$ cat src/rtl/clock_set_sequencer_if.sv
// rtl/clock_set_sequencer_if.sv - front-panel key/timebase inputs and set-mode outputs
//
// Purpose: bundles the key levels, the 10 ms timebase and every output of
//          clock_set_sequencer into one interface.
// Modports:
//   slave  - the sequencer: receives tick_10ms/key_*_n, drives all other signals
//   master - the panel side: drives tick_10ms/key_*_n, observes all other signals
// Signals:
//   tick_10ms   1  one-cycle timebase pulse, every 10 ms
//   key_mode_n  1  debounced MODE key level, 0 = pressed
//   key_add_n   1  debounced ADD key level, 0 = pressed
//   status      3  0=RUN 1=SET_HOUR 2=SET_MIN 3=SET_MONTH 4=SET_DAY
//   run_en      1  1 = seconds chain counts
//   sec_clear   1  one-cycle pulse: clear seconds and sub-second divider
//   inc_minute  1  one-cycle increment request
//   inc_hour    1  one-cycle increment request
//   inc_day     1  one-cycle increment request
//   inc_month   1  one-cycle increment request
//   digit_mask  4  per-digit display enable, [3:2] = left pair, [1:0] = right pair
`timescale 1ns/1ps
interface clock_set_sequencer_if;
   logic       tick_10ms;
   logic       key_mode_n;
   logic       key_add_n;
   logic [2:0] status;
   logic       run_en;
   logic       sec_clear;
   logic       inc_minute;
   logic       inc_hour;
   logic       inc_day;
   logic       inc_month;
   logic [3:0] digit_mask;

   modport slave (
      input  tick_10ms, key_mode_n, key_add_n,
      output status, run_en, sec_clear, inc_minute, inc_hour, inc_day, inc_month, digit_mask
   );

   modport master (
      output tick_10ms, key_mode_n, key_add_n,
      input  status, run_en, sec_clear, inc_minute, inc_hour, inc_day, inc_month, digit_mask
   );
endinterface

$ cat src/rtl/clock_set_sequencer.sv
// rtl/clock_set_sequencer.sv - display/set mode controller for the digital clock front panel
//
// Purpose: turns debounced MODE/ADD key levels into the set-mode FSM, single-cycle
//          minute/hour/day/month increment requests (with hold-to-auto-repeat),
//          an idle timeout back to RUN, the seconds run enable, the status code and
//          the per-digit display enable mask.
// Ports:
//   clock  in  system clock
//   reset  in  asynchronous reset, active-high
//   bus    clock_set_sequencer_if.slave (tick_10ms, key_mode_n, key_add_n in;
//          status, run_en, sec_clear, inc_*, digit_mask out)
// Optional feature macro: CLOCK_SET_BLINK_EN (blinks the digits being set).
`timescale 1ns/1ps
module clock_set_sequencer #(
   parameter int HOLD_TICKS    = 50,
   parameter int REPEAT_TICKS  = 10,
   parameter int TIMEOUT_TICKS = 1000,
   parameter int BLINK_TICKS   = 25
) (
   input logic                  clock,
   input logic                  reset,
   clock_set_sequencer_if.slave bus
);

   localparam int MAX_HR  = (HOLD_TICKS > REPEAT_TICKS) ? HOLD_TICKS : REPEAT_TICKS;
   localparam int MAX_TB  = (TIMEOUT_TICKS > BLINK_TICKS) ? TIMEOUT_TICKS : BLINK_TICKS;
   localparam int MAX_ALL = (MAX_HR > MAX_TB) ? MAX_HR : MAX_TB;
   localparam int CW      = $clog2(MAX_ALL + 1);

   localparam logic [CW-1:0] HOLD_C = CW'(HOLD_TICKS);
   localparam logic [CW-1:0] HOLD_M1 = CW'(HOLD_TICKS - 1);
   localparam logic [CW-1:0] REP_M1 = CW'(REPEAT_TICKS - 1);
   localparam logic [CW-1:0] TMO_M1 = CW'(TIMEOUT_TICKS - 1);
`ifdef CLOCK_SET_BLINK_EN
   localparam logic [CW-1:0] BLK_M1 = CW'(BLINK_TICKS - 1);
`endif

   typedef enum logic [2:0] {
      S_RUN   = 3'd0,
      S_HOUR  = 3'd1,
      S_MIN   = 3'd2,
      S_MONTH = 3'd3,
      S_DAY   = 3'd4
   } state_t;

   state_t        state_q, state_d;
   logic          mode_d1, mode_d2, add_d1, add_d2;
   logic          mode_arm_q, add_arm_q;
   logic [CW-1:0] hold_q, hold_d;
   logic [CW-1:0] rep_q, rep_d;
   logic [CW-1:0] tmo_q, tmo_d;
   logic          rep_en_q, rep_en_d;
   logic          dirty_q, dirty_d;
   logic          run_en_q, run_en_d;
   logic          sec_clear_q, sec_clear_d;
   logic [3:0]    inc_q, inc_d;        // {month, day, hour, minute}
   logic [3:0]    sel_inc;
   logic [3:0]    mask_tbl;
   logic [3:0]    mask_out;
   logic          mode_press, add_press, add_held, in_set, go_run;
`ifdef CLOCK_SET_BLINK_EN
   logic          phase_q, phase_d;
   logic [CW-1:0] blink_q, blink_d;
`endif

   // A key only produces a press once it has been seen released since reset,
   // so a key still held across reset release is not mistaken for a new press.
   assign mode_press = mode_arm_q & mode_d2 & ~mode_d1;
   assign add_press  = add_arm_q & add_d2 & ~add_d1;
   assign add_held   = ~add_d1;
   assign in_set     = (state_q != S_RUN);

   always_comb begin
      sel_inc  = 4'b0000;
      mask_tbl = 4'b1111;
      case (state_q)
         S_HOUR:  begin sel_inc = 4'b0010; mask_tbl = 4'b1100; end
         S_MIN:   begin sel_inc = 4'b0001; mask_tbl = 4'b0011; end
         S_MONTH: begin sel_inc = 4'b1000; mask_tbl = 4'b1100; end
         S_DAY:   begin sel_inc = 4'b0100; mask_tbl = 4'b0011; end
         default: begin sel_inc = 4'b0000; mask_tbl = 4'b1111; end
      endcase
   end

   always_comb begin
      state_d     = state_q;
      hold_d      = hold_q;
      rep_d       = rep_q;
      tmo_d       = tmo_q;
      rep_en_d    = rep_en_q & add_held;   // releasing ADD always ends auto-repeat
      dirty_d     = dirty_q;
      run_en_d    = run_en_q;
      sec_clear_d = 1'b0;
      inc_d       = 4'b0000;
      go_run      = 1'b0;

      if (mode_press) begin
         // MODE wins over a simultaneous ADD and also cancels any running auto-repeat.
         hold_d   = '0;
         rep_d    = '0;
         rep_en_d = 1'b0;
         tmo_d    = '0;
         case (state_q)
            S_RUN:   state_d = S_HOUR;
            S_HOUR:  state_d = S_MIN;
            S_MIN:   state_d = S_MONTH;
            S_MONTH: state_d = S_DAY;
            default: go_run  = 1'b1;
         endcase
      end else if (in_set) begin
         if (add_press) begin
            inc_d    = sel_inc;
            dirty_d  = 1'b1;
            run_en_d = 1'b0;
            hold_d   = '0;
            rep_d    = '0;
            rep_en_d = 1'b1;
            tmo_d    = '0;
         end else if (bus.tick_10ms) begin
            if (tmo_q >= TMO_M1) begin
               go_run = 1'b1;
            end else begin
               tmo_d = tmo_q + 1'b1;
            end
            if (rep_en_q && add_held) begin
               if (hold_q < HOLD_C) begin
                  hold_d = hold_q + 1'b1;
                  if (hold_q == HOLD_M1) begin
                     inc_d = sel_inc;
                     rep_d = '0;
                  end
               end else if (rep_q >= REP_M1) begin
                  inc_d = sel_inc;
                  rep_d = '0;
               end else begin
                  rep_d = rep_q + 1'b1;
               end
            end
         end
      end

      if (go_run) begin
         // Entering RUN never carries an increment with it.
         state_d     = S_RUN;
         run_en_d    = 1'b1;
         sec_clear_d = dirty_q;
         dirty_d     = 1'b0;
         tmo_d       = '0;
         hold_d      = '0;
         rep_d       = '0;
         rep_en_d    = 1'b0;
         inc_d       = 4'b0000;
      end
   end

`ifdef CLOCK_SET_BLINK_EN
   always_comb begin
      phase_d = phase_q;
      blink_d = blink_q;
      if ((state_d != state_q) || !in_set || add_held) begin
         phase_d = 1'b1;
         blink_d = '0;
      end else if (bus.tick_10ms) begin
         if (blink_q >= BLK_M1) begin
            phase_d = ~phase_q;
            blink_d = '0;
         end else begin
            blink_d = blink_q + 1'b1;
         end
      end
   end

   assign mask_out = (!in_set || phase_q) ? mask_tbl : 4'b0000;
`else
   assign mask_out = mask_tbl;
`endif

   always_ff @(posedge clock or posedge reset) begin
      if (reset) begin
         state_q     <= S_RUN;
         mode_d1     <= 1'b1;
         mode_d2     <= 1'b1;
         add_d1      <= 1'b1;
         add_d2      <= 1'b1;
         mode_arm_q  <= 1'b0;
         add_arm_q   <= 1'b0;
         hold_q      <= '0;
         rep_q       <= '0;
         tmo_q       <= '0;
         rep_en_q    <= 1'b0;
         dirty_q     <= 1'b0;
         run_en_q    <= 1'b1;
         sec_clear_q <= 1'b0;
         inc_q       <= 4'b0000;
`ifdef CLOCK_SET_BLINK_EN
         phase_q     <= 1'b1;
         blink_q     <= '0;
`endif
      end else begin
         state_q     <= state_d;
         mode_d1     <= bus.key_mode_n;
         mode_d2     <= mode_d1;
         add_d1      <= bus.key_add_n;
         add_d2      <= add_d1;
         mode_arm_q  <= mode_arm_q | bus.key_mode_n;
         add_arm_q   <= add_arm_q | bus.key_add_n;
         hold_q      <= hold_d;
         rep_q       <= rep_d;
         tmo_q       <= tmo_d;
         rep_en_q    <= rep_en_d;
         dirty_q     <= dirty_d;
         run_en_q    <= run_en_d;
         sec_clear_q <= sec_clear_d;
         inc_q       <= inc_d;
`ifdef CLOCK_SET_BLINK_EN
         phase_q     <= phase_d;
         blink_q     <= blink_d;
`endif
      end
   end

   assign bus.status     = state_q;
   assign bus.run_en     = run_en_q;
   assign bus.sec_clear  = sec_clear_q;
   assign bus.inc_minute = inc_q[0];
   assign bus.inc_hour   = inc_q[1];
   assign bus.inc_day    = inc_q[2];
   assign bus.inc_month  = inc_q[3];
   assign bus.digit_mask = mask_out;

endmodule

$ cat src/flat_wrapper.sv
// flat-port wrapper written by rule: the top's interface ports become plain ports
module clock_set_sequencer_flat 
#(
   parameter int HOLD_TICKS    = 50,
   parameter int REPEAT_TICKS  = 10,
   parameter int TIMEOUT_TICKS = 1000,
   parameter int BLINK_TICKS   = 25
)
  (clock, reset, bus_tick_10ms, bus_key_mode_n, bus_key_add_n, bus_status, bus_run_en, bus_sec_clear, bus_inc_minute, bus_inc_hour, bus_inc_day, bus_inc_month, bus_digit_mask);
  clock_set_sequencer_if bus_i ();
  input logic clock;
  input logic reset;
  input wire logic [$bits(bus_i.tick_10ms)-1:0] bus_tick_10ms;
  input wire logic [$bits(bus_i.key_mode_n)-1:0] bus_key_mode_n;
  input wire logic [$bits(bus_i.key_add_n)-1:0] bus_key_add_n;
  output wire logic [$bits(bus_i.status)-1:0] bus_status;
  output wire logic [$bits(bus_i.run_en)-1:0] bus_run_en;
  output wire logic [$bits(bus_i.sec_clear)-1:0] bus_sec_clear;
  output wire logic [$bits(bus_i.inc_minute)-1:0] bus_inc_minute;
  output wire logic [$bits(bus_i.inc_hour)-1:0] bus_inc_hour;
  output wire logic [$bits(bus_i.inc_day)-1:0] bus_inc_day;
  output wire logic [$bits(bus_i.inc_month)-1:0] bus_inc_month;
  output wire logic [$bits(bus_i.digit_mask)-1:0] bus_digit_mask;
  assign bus_i.tick_10ms = bus_tick_10ms;
  assign bus_i.key_mode_n = bus_key_mode_n;
  assign bus_i.key_add_n = bus_key_add_n;
  assign bus_status = bus_i.status;
  assign bus_run_en = bus_i.run_en;
  assign bus_sec_clear = bus_i.sec_clear;
  assign bus_inc_minute = bus_i.inc_minute;
  assign bus_inc_hour = bus_i.inc_hour;
  assign bus_inc_day = bus_i.inc_day;
  assign bus_inc_month = bus_i.inc_month;
  assign bus_digit_mask = bus_i.digit_mask;
  clock_set_sequencer #(.HOLD_TICKS(HOLD_TICKS), .REPEAT_TICKS(REPEAT_TICKS), .TIMEOUT_TICKS(TIMEOUT_TICKS), .BLINK_TICKS(BLINK_TICKS)) u_core (.clock(clock), .reset(reset), .bus(bus_i));
endmodule
$ cat config.mk
export PLATFORM = sky130hd
export DESIGN_NAME = clock_set_sequencer_flat
export DESIGN_NICKNAME = d
export VERILOG_FILES = /design/src/rtl/clock_set_sequencer_if.sv /design/src/rtl/clock_set_sequencer.sv /design/src/flat_wrapper.sv
export SDC_FILE = /design/constraint.sdc
export NUM_CORES = 1
export LEC_CHECK = 0
export CAP_MARGIN = 20
export CORE_UTILIZATION = 40
export DETAILED_ROUTE_END_ITERATION = 12
export GPL_ROUTABILITY_DRIVEN = 1
export MAX_ROUTING_LAYER = met4
export SYNTH_ARGS = -nofsm -noshare
export SYNTH_HDL_FRONTEND = slang
export SYNTH_SLANG_ARGS = --single-unit
$ cat constraint.sdc
create_clock -name clock -period 4.94 [get_ports clock]
set_clock_uncertainty 0.15 [all_clocks]
set_input_delay 1.235 -clock clock [delete_from_list [all_inputs] [get_ports clock]]
set_output_delay 1.235 -clock clock [all_outputs]
set_load 0.02 [all_outputs]
==> flow_summary.ini, run 1 <==
[die]
die-area_sq_mm = 0.00626
core_region_area_sq_mm = 0.00561
num_rows = 27
start_util = 0.424
boundaryPins = 18
die-width_um = 79.1
dieHeight_um = 79.1

[drt]
drt_first_iter_violations = 134
routed-via-count = 1833
final_wirelength_um = 4880
drc = 0
final_antenna_net_count = 0
wire_length_per_cell_um = 15.1
drt-vias-per-instance = 5.66
detail_route.first_pass.iterations = 5

[cts]
cts-buffers-inserted = 5
htree_levels = 2
cts_hold_buffers = 0
cts.sink_count = 47
cts.repair.resized = 0
worst_skew_pair.late_latency_ns = 0.30
post_cts.repair.setup_buffers = 0
cts.clk_slew.worst_paths_ns = 0.08
cts_root_buffer = clkbuf_8
clk_path_buf_depth = 2
cts_tree = built

[critical_path]
timing.critical_path.slowest_cell_delay_ns = 0.52
critPathLaunchType = input pin
timing.reg2reg.worst_path_depth = 6
critical_path.cell_chain = clkdlybuf4s50_1, o311ai_1, nor3_2, nor2_1, nor3_1, mux2_2
setup.reg_to_reg.worst_slack_ns = 2.33
critical-path-slowest-cell = clkdlybuf4s50_1
worstReg2RegStart = u_core.tmo_q[0]$_DFFE_PP0P_
timing.critical_path.to_type = register
critical_path.max_fanout = 9
worstPathArrival_ns = 3.25
setup.worst_path.start = bus_tick_10ms
timing.critical_path.required_ns = 4.98
timing.setup.critical_path_class = in2reg

[final_layout]
layout.filler_cells = 546
drive_above_1_share = 0.111
antenna_cells_inserted = 0
finalNonFillerCells = 324
syn_to_final_growth_pct = 15.6
design.final.nets = 262
final_area_sq_mm = 0.00275

[timing]
period_needed_ns = 3.21
finalWorstSetupSlack_ns = 1.73
max_slew.worst_pin.slew_ns = 0.784
rsz_0062_raised_after_global_routing = no
timing.max_slew.rel_slack = 0.478
report.final.setup_viol = 0
slew_violations = 0
final_hold_viol_count = 0
final_min_period_over_clock_period = 0.650
timing.setup.tns_ns = 0
max_clock_freq_ghz = 0.311

[synthesis]
post_synth_edffs = 0
synth_ff_type = dfrtp_1
synthArstFlopShare = 1.00
synth-seq-area-share = 0.497
register_bit_count_reported_by_yosys = 47
yosys.cell_types.count = 53
synth-warning-count = 0
syn-instance-count = 234
post_synth.cell_area_avg_sq_um = 10.2
syn_nets = 245
netlist_area_sq_mm = 0.00238

[grt]
grt_first_pass_wirelength_um = 8650
antenna_found_initial = 0
via_count_of_the_first_global_routing_pass = 1775
grt.overflow.total = 0
grt_max_degree = 48
grt_usage = 0.182

[power_and_ir_drop]
peakVddDrop_uv = 148
power_leakage_nw = 1.17
cellPowerDensity_mw_per_mm2 = 345

[placed_design]
gpl_wtd_cong = 0.830
dp.cells = 315
dpl-instance-area_sq_mm = 0.00259
pre_cts_slack_ns = 1.42
placement.io_buffers = 17
place.detailed.hpwl_um = 3460

[hold_path]
holdCritStartpoint = u_core.mode_d1$_DFF_PP1_
min_path_cells = 0
min-delay-path-class = reg2reg

[run]
max_cap_viol_count = 0

[outcome]
status = finished clean
layer usage:
layer | GRT usage | vias up | part of all wire
met5 | - | - | 0
met1 | 0.258 | 899 | 0.50
met4 | 0.0600 | 0 | 0.016
met2 | 0.265 | 26 | 0.46
met3 | 0.0310 | 6 | 0.026
li1 | - | 902 | -
logic make-up after synthesis:
| kind of cell | after synthesis | share of synthesized area |
|---|---|---|
| AND/OR/NAND/NOR | 105 | 0.251 |
| flip-flops | 47 | 0.497 |
| adder cells (fa/ha/maj) | 6 | 0.0316 |
| XOR/XNOR | 1 | 0.00368 |
| multiplexers | 5 | 0.0221 |
| buffers and inverters | 16 | 0.0305 |
| AO/OA/AOI/OAI | 54 | 0.164 |
critical path: cells and delay by family:
family | cells | cell delay (ns)
multiplexers | 1 | 0.38
buffers and inverters | 1 | 0.52
AND/OR/NAND/NOR | 3 | 0.96
AO/OA/AOI/OAI | 1 | 0.14
sequential cells by signal (all words and copies together) (netlist names), 3 cells and up:
name               flops
u_core.hold_q         10
u_core.rep_q          10
u_core.tmo_q          10
u_core.inc_q           4
u_core.bus.status      3
cell usage after synthesis, drive strengths merged, types with 2 or more instances:
library cell   n  area (sq um)
o21a           7          52.6
a31oi          5          37.5
nand4          5          31.3
a21o           5          37.5
nand3b         2          15.0
and2           2          13.8
and3b          2          17.5
mux2i          3          30.0
o21ai         18          90.1
or4            4          37.5
a41oi          3          26.3
nor2          15          56.3
mux2           2          22.5
nor4b          2          17.5
clkbuf         2          7.51
or3b           2          17.5
a22o           2          17.5
inv            8          30.0
and3           6          37.5
dfrtp         42          1050
dfstp          5           131
o31ai          2          15.0
or2            2          12.5
a21oi          4          20.0
a211oi         2          20.0
nand2         17          63.8
or3            4          25.0
a311oi         2          23.8
nor3          11          60.1
nor4           6          37.5
nor3b          2          15.0
nor2b          8          50.1
buf            6          35.0
nand3         11          55.1
ha             6          75.1
cells in the final DEF (no fill, tap or decap), types with 2 or more instances in the layout:
cell type / synthesis / routed
nand2_1: 17 / 17
nor4_1: 6 / 6
mux2_2: 2 / 2
clkdlybuf4s50_1: 0 / 17
nor3b_1: 2 / 2
a22o_1: 2 / 2
and3b_1: 2 / 2
nand3_1: 11 / 11
nor2b_1: 8 / 8
dfstp_2: 5 / 5
mux2i_1: 3 / 3
bufinv_16: 0 / 2
a31oi_1: 4 / 4
nor3_1: 10 / 10
o31ai_1: 2 / 2
inv_1: 8 / 7
a21o_1: 5 / 5
o21a_1: 7 / 7
o21ai_0: 17 / 17
nand3b_1: 2 / 2
ha_1: 6 / 6
or4_1: 2 / 2
or3_1: 4 / 4
a21oi_1: 4 / 4
clkbuf_8: 0 / 5
or4_4: 2 / 2
and3_1: 6 / 6
nand4_1: 5 / 5
nor4b_1: 2 / 2
or2_2: 2 / 2
nor2_1: 15 / 15
dfrtp_1: 42 / 42
a41oi_1: 3 / 3
final timing paths:
path | endpoint
worst min-delay path | u_core.mode_d2$_DFF_PP1_
worst max-delay path | u_core.dirty_q$_DFFE_PP0P_
min in group asynchronous | u_core.hold_q[0]$_DFFE_PP0P_
worst min register to register | u_core.mode_d2$_DFF_PP1_
worst max register to register | u_core.dirty_q$_DFFE_PP0P_
max in group asynchronous | u_core.mode_d1$_DFF_PP1_
final cells by class:
class | instances | area [sq um] | share of cell area
clock inverter | 2 | 60.1 | 0.0219
tap | 72 | 90.1 | 0.0328
sequential | 47 | 1180 | 0.430
inverter | 8 | 30.0 | 0.0109
timing repair buffer | 18 | 190 | 0.0692
multi-input combinational | 171 | 1120 | 0.408
clock buffer | 6 | 72.6 | 0.0264
stage by stage:
stage               hold slack, ns  total power [mW]   util
global placement             0.208             0.624  0.463
floorplan                    0.206             0.569      -
CTS                          0.225             0.960  0.486
global route                 0.234             0.999  0.490
detailed placement           0.213             0.625  0.463
finish                       0.223             0.948  0.490
power breakdown:
group | internal [mW] | switching (mW) | leakage [nW] | total, mW
Clock | 0.202 | 0.127 | 0.0654 | 0.329
Sequential | 0.413 | 0.0297 | 0.616 | 0.442
Combinational | 0.0754 | 0.101 | 0.488 | 0.177
Power figures use the tool's default switching activity.
==> run 2, diff against run 1 <==
Clock period 4.94 ns to 2.8 ns, I/O delays scaled along.
==> flow_summary.ini, run 2 (same netlist as run 1, synthesis figures left out) <==
[placed_design]
place.detailed.hpwl_um = 3690
placement.io_buffers = 17
dpl-instance-area_sq_mm = 0.00270
dp.cells = 327
gpl_wtd_cong = 0.844

[final_layout]
layout.filler_cells = 554
syn_to_final_growth_pct = 19.1
layout_top_registers = u_core.hold_q (10), u_core.rep_q (10), u_core.tmo_q (10)
drive_above_1_share = 0.148
layout_commonest_cell = dfrtp_1
antenna_cells_inserted = 0
final_area_sq_mm = 0.00283
finalNonFillerCells = 335
design.final.nets = 273
most-common-layout-cells = dfrtp_1, nand2_1, o21ai_0, clkdlybuf4s50_1, nor2_1

[die]
die-area_sq_mm = 0.00626
start_util = 0.424
dieHeight_um = 79.1
die-width_um = 79.1
boundaryPins = 18
num_rows = 27
core_region_area_sq_mm = 0.00561

[drt]
detail_route.first_pass.iterations = 4
routed-via-count = 1839
final_wirelength_um = 5030
wire_length_per_cell_um = 15.0
final_antenna_net_count = 0
drt_first_iter_violations = 95
drt-vias-per-instance = 5.49
drc = 0

[power_and_ir_drop]
part_of_the_total_power_dissipated_in_sequential_elements = 0.457
power_leakage_nw = 1.22
design_power_total_mw = 1.71
netSwitchingPower_mw = 0.471
p_comb_frac = 0.198
sw_frac_of_total = 0.276
peakVddDrop_uv = 367
clock_power_share = 0.345
internal_power_mw = 1.24
cellPowerDensity_mw_per_mm2 = 604

[hold_path]
holdCritStartpoint = u_core.mode_d1$_DFF_PP1_
min-delay-path-class = reg2reg

[grt]
grt_max_degree = 28
met1_usage = 0.272
via_count_of_the_first_global_routing_pass = 1816
grtUsageMet2 = 0.271
grt_first_pass_wirelength_um = 8950
grt.overflow.total = 0
grt_usage = 0.191
grt_use_met3 = 0.0414
antenna_found_initial = 0
gr-max-usage-layer = met1

[critical_path]
timing.setup.critical_path_class = reg2out
setup.worst_path.start = u_core.bus.status[0]$_DFFE_PP0P_
critical_path.max_fanout = 10
timing.critical_path.required_ns = 1.95
critPathLaunchType = register
critPathCapture = bus_digit_mask[0]
timing.reg2reg.worst_path_depth = 7
setup.reg_to_reg.worst_slack_ns = 0.30
worstReg2RegStart = u_core.rep_q[1]$_DFFE_PP0P_
worst_r2r_endpoint = u_core.rep_q[5]$_DFFE_PP0P_
timing.critical_path.to_type = output pin
worstPathArrival_ns = 1.72

[timing]
fin_hold_ws_ns = 0.224
slew_violations = 0
final_min_period_over_clock_period = 0.919
final_hold_viol_count = 0
max_slew.worst_pin.slew_ns = 0.475
report.final.setup_viol = 0
period_needed_ns = 2.57
timing.max_slew.rel_slack = 0.683
max_clock_freq_ghz = 0.389
timing.setup.tns_ns = 0
rsz_0062_raised_after_global_routing = no

[cts]
worst_skew_pair.late_latency_ns = 0.30
cts.clk_slew.worst_paths_ns = 0.09
cts_tree = built
post_cts.repair.setup_buffers = 0
cts_hold_buffers = 0
htree_levels = 2
clk_path_buf_depth = 2
cts.sink_count = 47
cts-buffers-inserted = 5
cts.repair.resized = 0
cts_root_buffer = clkbuf_8

[outcome]
status = finished clean

[run]
max_cap_viol_count = 0
## run 2: cell count changes in the layout (fill, tap and decap cells not counted), sizes merged
| cell | change |
|---|---|
| buf | +11 |
## run 2: power by group through the flow
stage / Clock, mW / Sequential (mW) / Combinational (mW)
2_1_floorplan: 0 / 0.788 / 0.215
3_3_place_gp: 0 / 0.794 / 0.336
3_5_place_dp: 0 / 0.795 / 0.340
4_1_cts: 0.601 / 0.781 / 0.341
5_1_grt: 0.630 / 0.792 / 0.372
6_report: 0.589 / 0.781 / 0.338
## run 2: area by class of cell
class	count	area [sq um]	area share
multi-input cells	171	1120	0.397
repair buffers	29	273	0.0964
clock inverters	2	60.1	0.0212
flip-flops and latches	47	1180	0.418
clock buffers	6	72.6	0.0256
well taps	72	90.1	0.0318
inverters	8	30.0	0.0106
## run 2: routing by layer
layer  vias up  routed length [um]
li1        918                   -
met1       892                2640
met2        23                2200
met3         6                 131
met4         0                  57
met5         -                   0
## run 2: how the worst min path moves through the flow
stage	end	slack [ns]	cells after the start
floorplan	u_core.mode_d2$_DFF_PP1_	0.21	0
detailed placement	u_core.mode_d2$_DFF_PP1_	0.21	0
global placement	u_core.mode_d2$_DFF_PP1_	0.21	0
global route	u_core.mode_d2$_DFF_PP1_	0.24	0
CTS	u_core.mode_d2$_DFF_PP1_	0.23	0
finish	u_core.mode_d2$_DFF_PP1_	0.22	0
## run 2: metrics by stage
| step | utilization | worst slack, ns |
|---|---|---|
| after CTS | 0.505 | 0.219 |
| after detailed placement | 0.481 | 0.195 |
| after global routing | 0.505 | 0.0942 |
| final | 0.505 | 0.227 |
| after floorplan | - | 0.560 |
| after global placement | 0.481 | 0.229 |
## run 2: worst max-delay path, stage by stage (launching register included)
cell and delay (ns):
dfrtp_1 0.52, nor2b_1 0.26, inv_1 0.10, clkdlybuf4s50_1 0.54
==> run 3, diff against run 2 <==
Settings changed: GPL_TIMING_DRIVEN from default to 1.
==> results of run 3 <==
The final DEF is identical to that of run 2; final timing and power are the same.
==> RTL edit 1, RTL diff (settings of run 1) <==
Make the reset (`reset`) synchronous in one clocked block. Comments in the files are not updated.
--- a/src/rtl/clock_set_sequencer.sv
+++ b/src/rtl/clock_set_sequencer.sv
@@ -175,7 +175,7 @@
    assign mask_out = mask_tbl;
 `endif
 
-   always_ff @(posedge clock or posedge reset) begin
+   always_ff @(posedge clock) begin
       if (reset) begin
          state_q     <= S_RUN;
          mode_d1     <= 1'b1;
Formal check against the unedited RTL: differs if reset is asserted again (counterexample within 4 cycles, from zero or initial values and one cycle with reset high); with reset held inactive, the same outputs for 10 cycles.
==> RTL edit 1 against run 1 <==
- final area shrank 13%
- sequential cell count is the same
- setup slack gained 0.12 ns
- via count shrank 13%
- routed wire length shrank 20%
- worst hold slack gained 0.072 ns
- synthesized area shrank 12%
- highest routed layer unchanged
Power is not compared: it rests on default switching activity, and its combinational part moved more than twofold at a synthesized area within 25%.
==> RTL edit 1: results <==
export IMPL_gp_congestion=0.7434
export IMPL_clkTransAtPathRegs_ns=0.08
export IMPL_antenna_found_initial=0
export IMPL_dpl_hpwl_mm=2.831
export IMPL_crit_slowest_cell="clkdlybuf4s50_1"
export IMPL_vias=1595
export IMPL_portBuffers=17
export IMPL_grtUsageTotal_pct=16.85
export IMPL_synthXorXnorAreaFrac_pct=4.209
export IMPL_largestRegisters="u_core.hold_q (10), u_core.rep_q (10), u_core.tmo_q (10)"
export IMPL_clk_latency_ns=0.30
export IMPL_r2r_start="u_core.bus.status[0]"
export IMPL_min_to="u_core.rep_q[7]"
export IMPL_maxSlewViolCount=0
export IMPL_synth_compound_area_share_pct=14.73
export IMPL_ys_async_sr_fraction_pct=0
export IMPL_status="finished clean"
export IMPL_antenna_cells=0
export IMPL_nNetsFinal=260
export IMPL_synth_cell_type_count=49
export IMPL_ctsResizeCount=0
export IMPL_synth_area_leaders="dfxtp_1 45%, nor2_1 5.4%, ha_1 3.6%"
export IMPL_clockBufferDepth=2
export IMPL_grt_pass1_wl_mm=6.858
export IMPL_arrival_ns=1.71
export IMPL_critPathCaptureType="output port"
export IMPL_synthMuxAreaShare_pct=0
export IMPL_synth_fa_ha_area_share_pct=3.608
export IMPL_min_from="u_core.rep_q[7]"
export IMPL_yosys_top_cells_count="47 x dfxtp_1, 30 x nor2_1, 18 x nand2_1"
export IMPL_reg2reg_depth=4
export IMPL_dr_pass1_iters=4
export IMPL_hold_class="reg2reg"
export IMPL_routed_wl_mm=3.894
export IMPL_min_path_cells=2
export IMPL_drtIter0Drc=68
export IMPL_yosysSeqAreaShare_pct=45.22
export IMPL_place_ws_ns=1.537
export IMPL_crit_fanout=10
export IMPL_hold_viol=0
export IMPL_drive_above_1_share_pct=8.000
export IMPL_synth_nets=244
export IMPL_cts_made_buffers=5
export IMPL_peakVddDrop_uv=158.0
export IMPL_max_slew_margin_pct=43.64
export IMPL_grt_max_degree=14
export IMPL_r2r_slack_ns=2.50
export IMPL_cpPeakStageDelay_ns=0.64
export IMPL_synth_edff_count=0
export IMPL_regToRegEndpoint="u_core.hold_q[6]"
export IMPL_cts_max_level=2
## RTL edit 1: where the power goes
part           internal (mW)  switching [mW]
clock                  0.128           0.125
combinational         0.0125          0.0166
sequential             0.382         0.00388
total                  0.522           0.145
## RTL edit 1: worst max path at each step
stage / startpoint / to / slack, ns / depth (start not counted)
floorplan: bus_tick_10ms / u_core.inc_q[2] / 2.30 / 5
global placement: bus_tick_10ms / u_core.inc_q[2] / 1.55 / 6
detailed placement: bus_tick_10ms / u_core.rep_q[3] / 1.54 / 6
CTS: u_core.bus.status[2] / bus_digit_mask[0] / 1.83 / 2
global route: bus_tick_10ms / u_core.rep_q[3] / 1.62 / 6
finish: u_core.bus.status[2] / bus_digit_mask[0] / 1.85 / 2
## RTL edit 1: layout make-up
class                      count  area (µm²)
sequential                    47       940.9
fill                         473        2465
inverter                      10       37.54
multi-input combinational    168        1051
clock buffer                   8       100.1
tap                           67       83.83
timing repair buffer          17       170.2
## RTL edit 1: kinds of logic after synthesis
group | count (synthesis)
flip-flops | 47
AND/OR/NAND/NOR | 108
AO/OA/AOI/OAI | 44
XOR/XNOR | 10
adder cells (fa/ha/maj) | 6
buffers and inverters | 18
## RTL edit 1: through the flow
| stage | hold WS, ns | util (%) | power (mW) | instance area [µm²] | instances |
|---|---|---|---|---|---|
| 3_3_place_gp | 0.2839 | 47.10 | 0.4241 | 2283 | 309 |
| 2_1_floorplan | 0.2629 | - | 0.4145 | 2081 | 233 |
| 4_1_cts | 0.2988 | 49.16 | 0.6779 | 2384 | 317 |
| 5_1_grt | 0.3225 | 49.16 | 0.6969 | 2384 | 317 |
| 6_report | 0.2945 | 49.16 | 0.6679 | 2384 | 317 |
| 3_5_place_dp | 0.2854 | 47.10 | 0.4243 | 2283 | 309 |
## RTL edit 1: metal layers
metal / global-route usage [%] / share of wire (%) / wire length [µm] / vias up
met2: 26.16 / 44 / 1712 / 18
met3: 3.659 / 2.5 / 98 / 4
met5: - / 0 / 0 / -
li1: - / - / - / 858
met1: 21.37 / 52 / 2036 / 715
met4: 6.410 / 1.2 / 47 / 0
## RTL edit 1: critical path: cells and delay by family (launching register included)
kind,cells,cell delay [ns]
buffers and inverters,1,0.64
DFF,1,0.52
and+or+nand+nor,1,0.25
==> RTL edit 2, RTL diff (config.mk and constraints of run 1) <==
Made on the original files. `REPEAT_TICKS` is set to 10 in 2 places; all go to 5.
--- a/src/rtl/clock_set_sequencer.sv
+++ b/src/rtl/clock_set_sequencer.sv
@@ -13,7 +13,7 @@
 `timescale 1ns/1ps
 module clock_set_sequencer #(
    parameter int HOLD_TICKS    = 50,
-   parameter int REPEAT_TICKS  = 10,
+   parameter int REPEAT_TICKS  = 5,
    parameter int TIMEOUT_TICKS = 1000,
    parameter int BLINK_TICKS   = 25
 ) (
--- a/src/flat_wrapper.sv
+++ b/src/flat_wrapper.sv
@@ -2,7 +2,7 @@
 module clock_set_sequencer_flat 
 #(
    parameter int HOLD_TICKS    = 50,
-   parameter int REPEAT_TICKS  = 10,
+   parameter int REPEAT_TICKS  = 5,
    parameter int TIMEOUT_TICKS = 1000,
    parameter int BLINK_TICKS   = 25
 )
Formal check against the unedited RTL: no difference found for any inputs over 10 cycles, from zero or initial values and one cycle with reset high; that may be too few to reach the edited logic, so the function may still have changed.
==> RTL edit 2 against run 1 <==
- via count is 3.8% lower
- routed wire length is 6.5% lower
- final area is 4.7% lower
- sequential cell count stayed put
- synthesized area is 4.1% lower
- first-iteration DRC count is 36% lower
- synthesized cell count is 3.4% lower
- power is 3.5% higher
- setup slack worse by 0.048 ns
- critical endpoint is now u_core.bus.status[1]
==> RTL edit 2: results <==
export IMPL_synth_area_leaders="dfrtp_1 46%, dfstp_2 5.8%, o21ai_0 4.6%"
export IMPL_place_area_mm2=0.002490
export IMPL_dpl_hpwl_mm=3.161
export IMPL_yosysSeqAreaShare_pct=51.87
export IMPL_place_ws_ns=1.410
export IMPL_use_met1_pct=23.87
export IMPL_crit_fanout=10
export IMPL_use_met3_pct=3.529
export IMPL_dr_pass1_iters=4
export IMPL_max_slew_margin_pct=37.86
export IMPL_status="finished clean"
export IMPL_cpPeakStageDelay_ns=0.71
export IMPL_vias=1764
export IMPL_p_leak_nw=1.178
export IMPL_met2_usage_pct=25.75
export IMPL_grtUsageTotal_pct=17.48
export IMPL_crit_slowest_cell="nor4_2"
export IMPL_drtIter0Drc=86
export IMPL_arrival_ns=3.28
export IMPL_wl_per_cell_um=14.40
export IMPL_yosys_top_cells_count="42 x dfrtp_1, 21 x o21ai_0, 19 x nor2_1"
export IMPL_synth_cell_type_count=48
export IMPL_drive_above_1_share_pct=8.980
export IMPL_gp_congestion=0.8349
export IMPL_grt_pass1_wl_mm=8.073
RTL edit 2: cell types whose count changed after synthesis, sizes merged, moves of 4 or more:
cell	change
and3	+5
nand2b	+4
nor2	+4
nor2b	-8
o21a	-6
RTL edit 2: cells by family after synthesis:
family	count (synthesis)	share of synthesized area, %
flops	47	51.87
compound gates	55	16.08
simple gates	101	24.48
xor+xnor	2	0.7685
fa+ha+maj	5	2.744
buf+inv	14	3.183
mux	2	0.8782
RTL edit 2: where the power goes:
| part | total (mW) | internal [mW] | switching (mW) |
|---|---|---|---|
| registers | 0.472 | 0.425 | 0.0466 |
| logic | 0.261 | 0.108 | 0.153 |
| clock network | 0.249 | 0.128 | 0.121 |
| total | 0.982 | 0.661 | 0.320 |
RTL edit 2: worst paths after layout:
| kind | cells past startpoint | slack, ns | endpoint | from |
|---|---|---|---|---|
| min in group asynchronous | 2 | 1.05 | u_core.rep_q[6] | reset |
| hold reg to reg | 0 | 0.22 | u_core.mode_d2 | u_core.mode_d1 |
| max in group asynchronous | 3 | 3.04 | u_core.mode_d2 | reset |
| setup reg to reg | 6 | 2.34 | u_core.bus.status[1] | u_core.tmo_q[0] |
| setup / recovery | 6 | 1.68 | u_core.bus.status[1] | bus_tick_10ms |
| hold / removal | 0 | 0.22 | u_core.mode_d2 | u_core.mode_d1 |
RTL edit 2: area by class of cell:
cell class                      count  area [µm²]
Clock buffer                        8       100.1
Fill cell                         535        2889
Inverter                            6       22.52
Multi-Input combinational cell    165        1025
Sequential cell                    47        1182
Tap cell                           72       90.09
Timing Repair Buffer               19       197.7
RTL edit 2: routing by layer:
layer	vias up	part of all wire, %
li1	866	-
met1	864	50
met2	27	45
met3	7	3.4
met4	0	1.5
met5	-	0
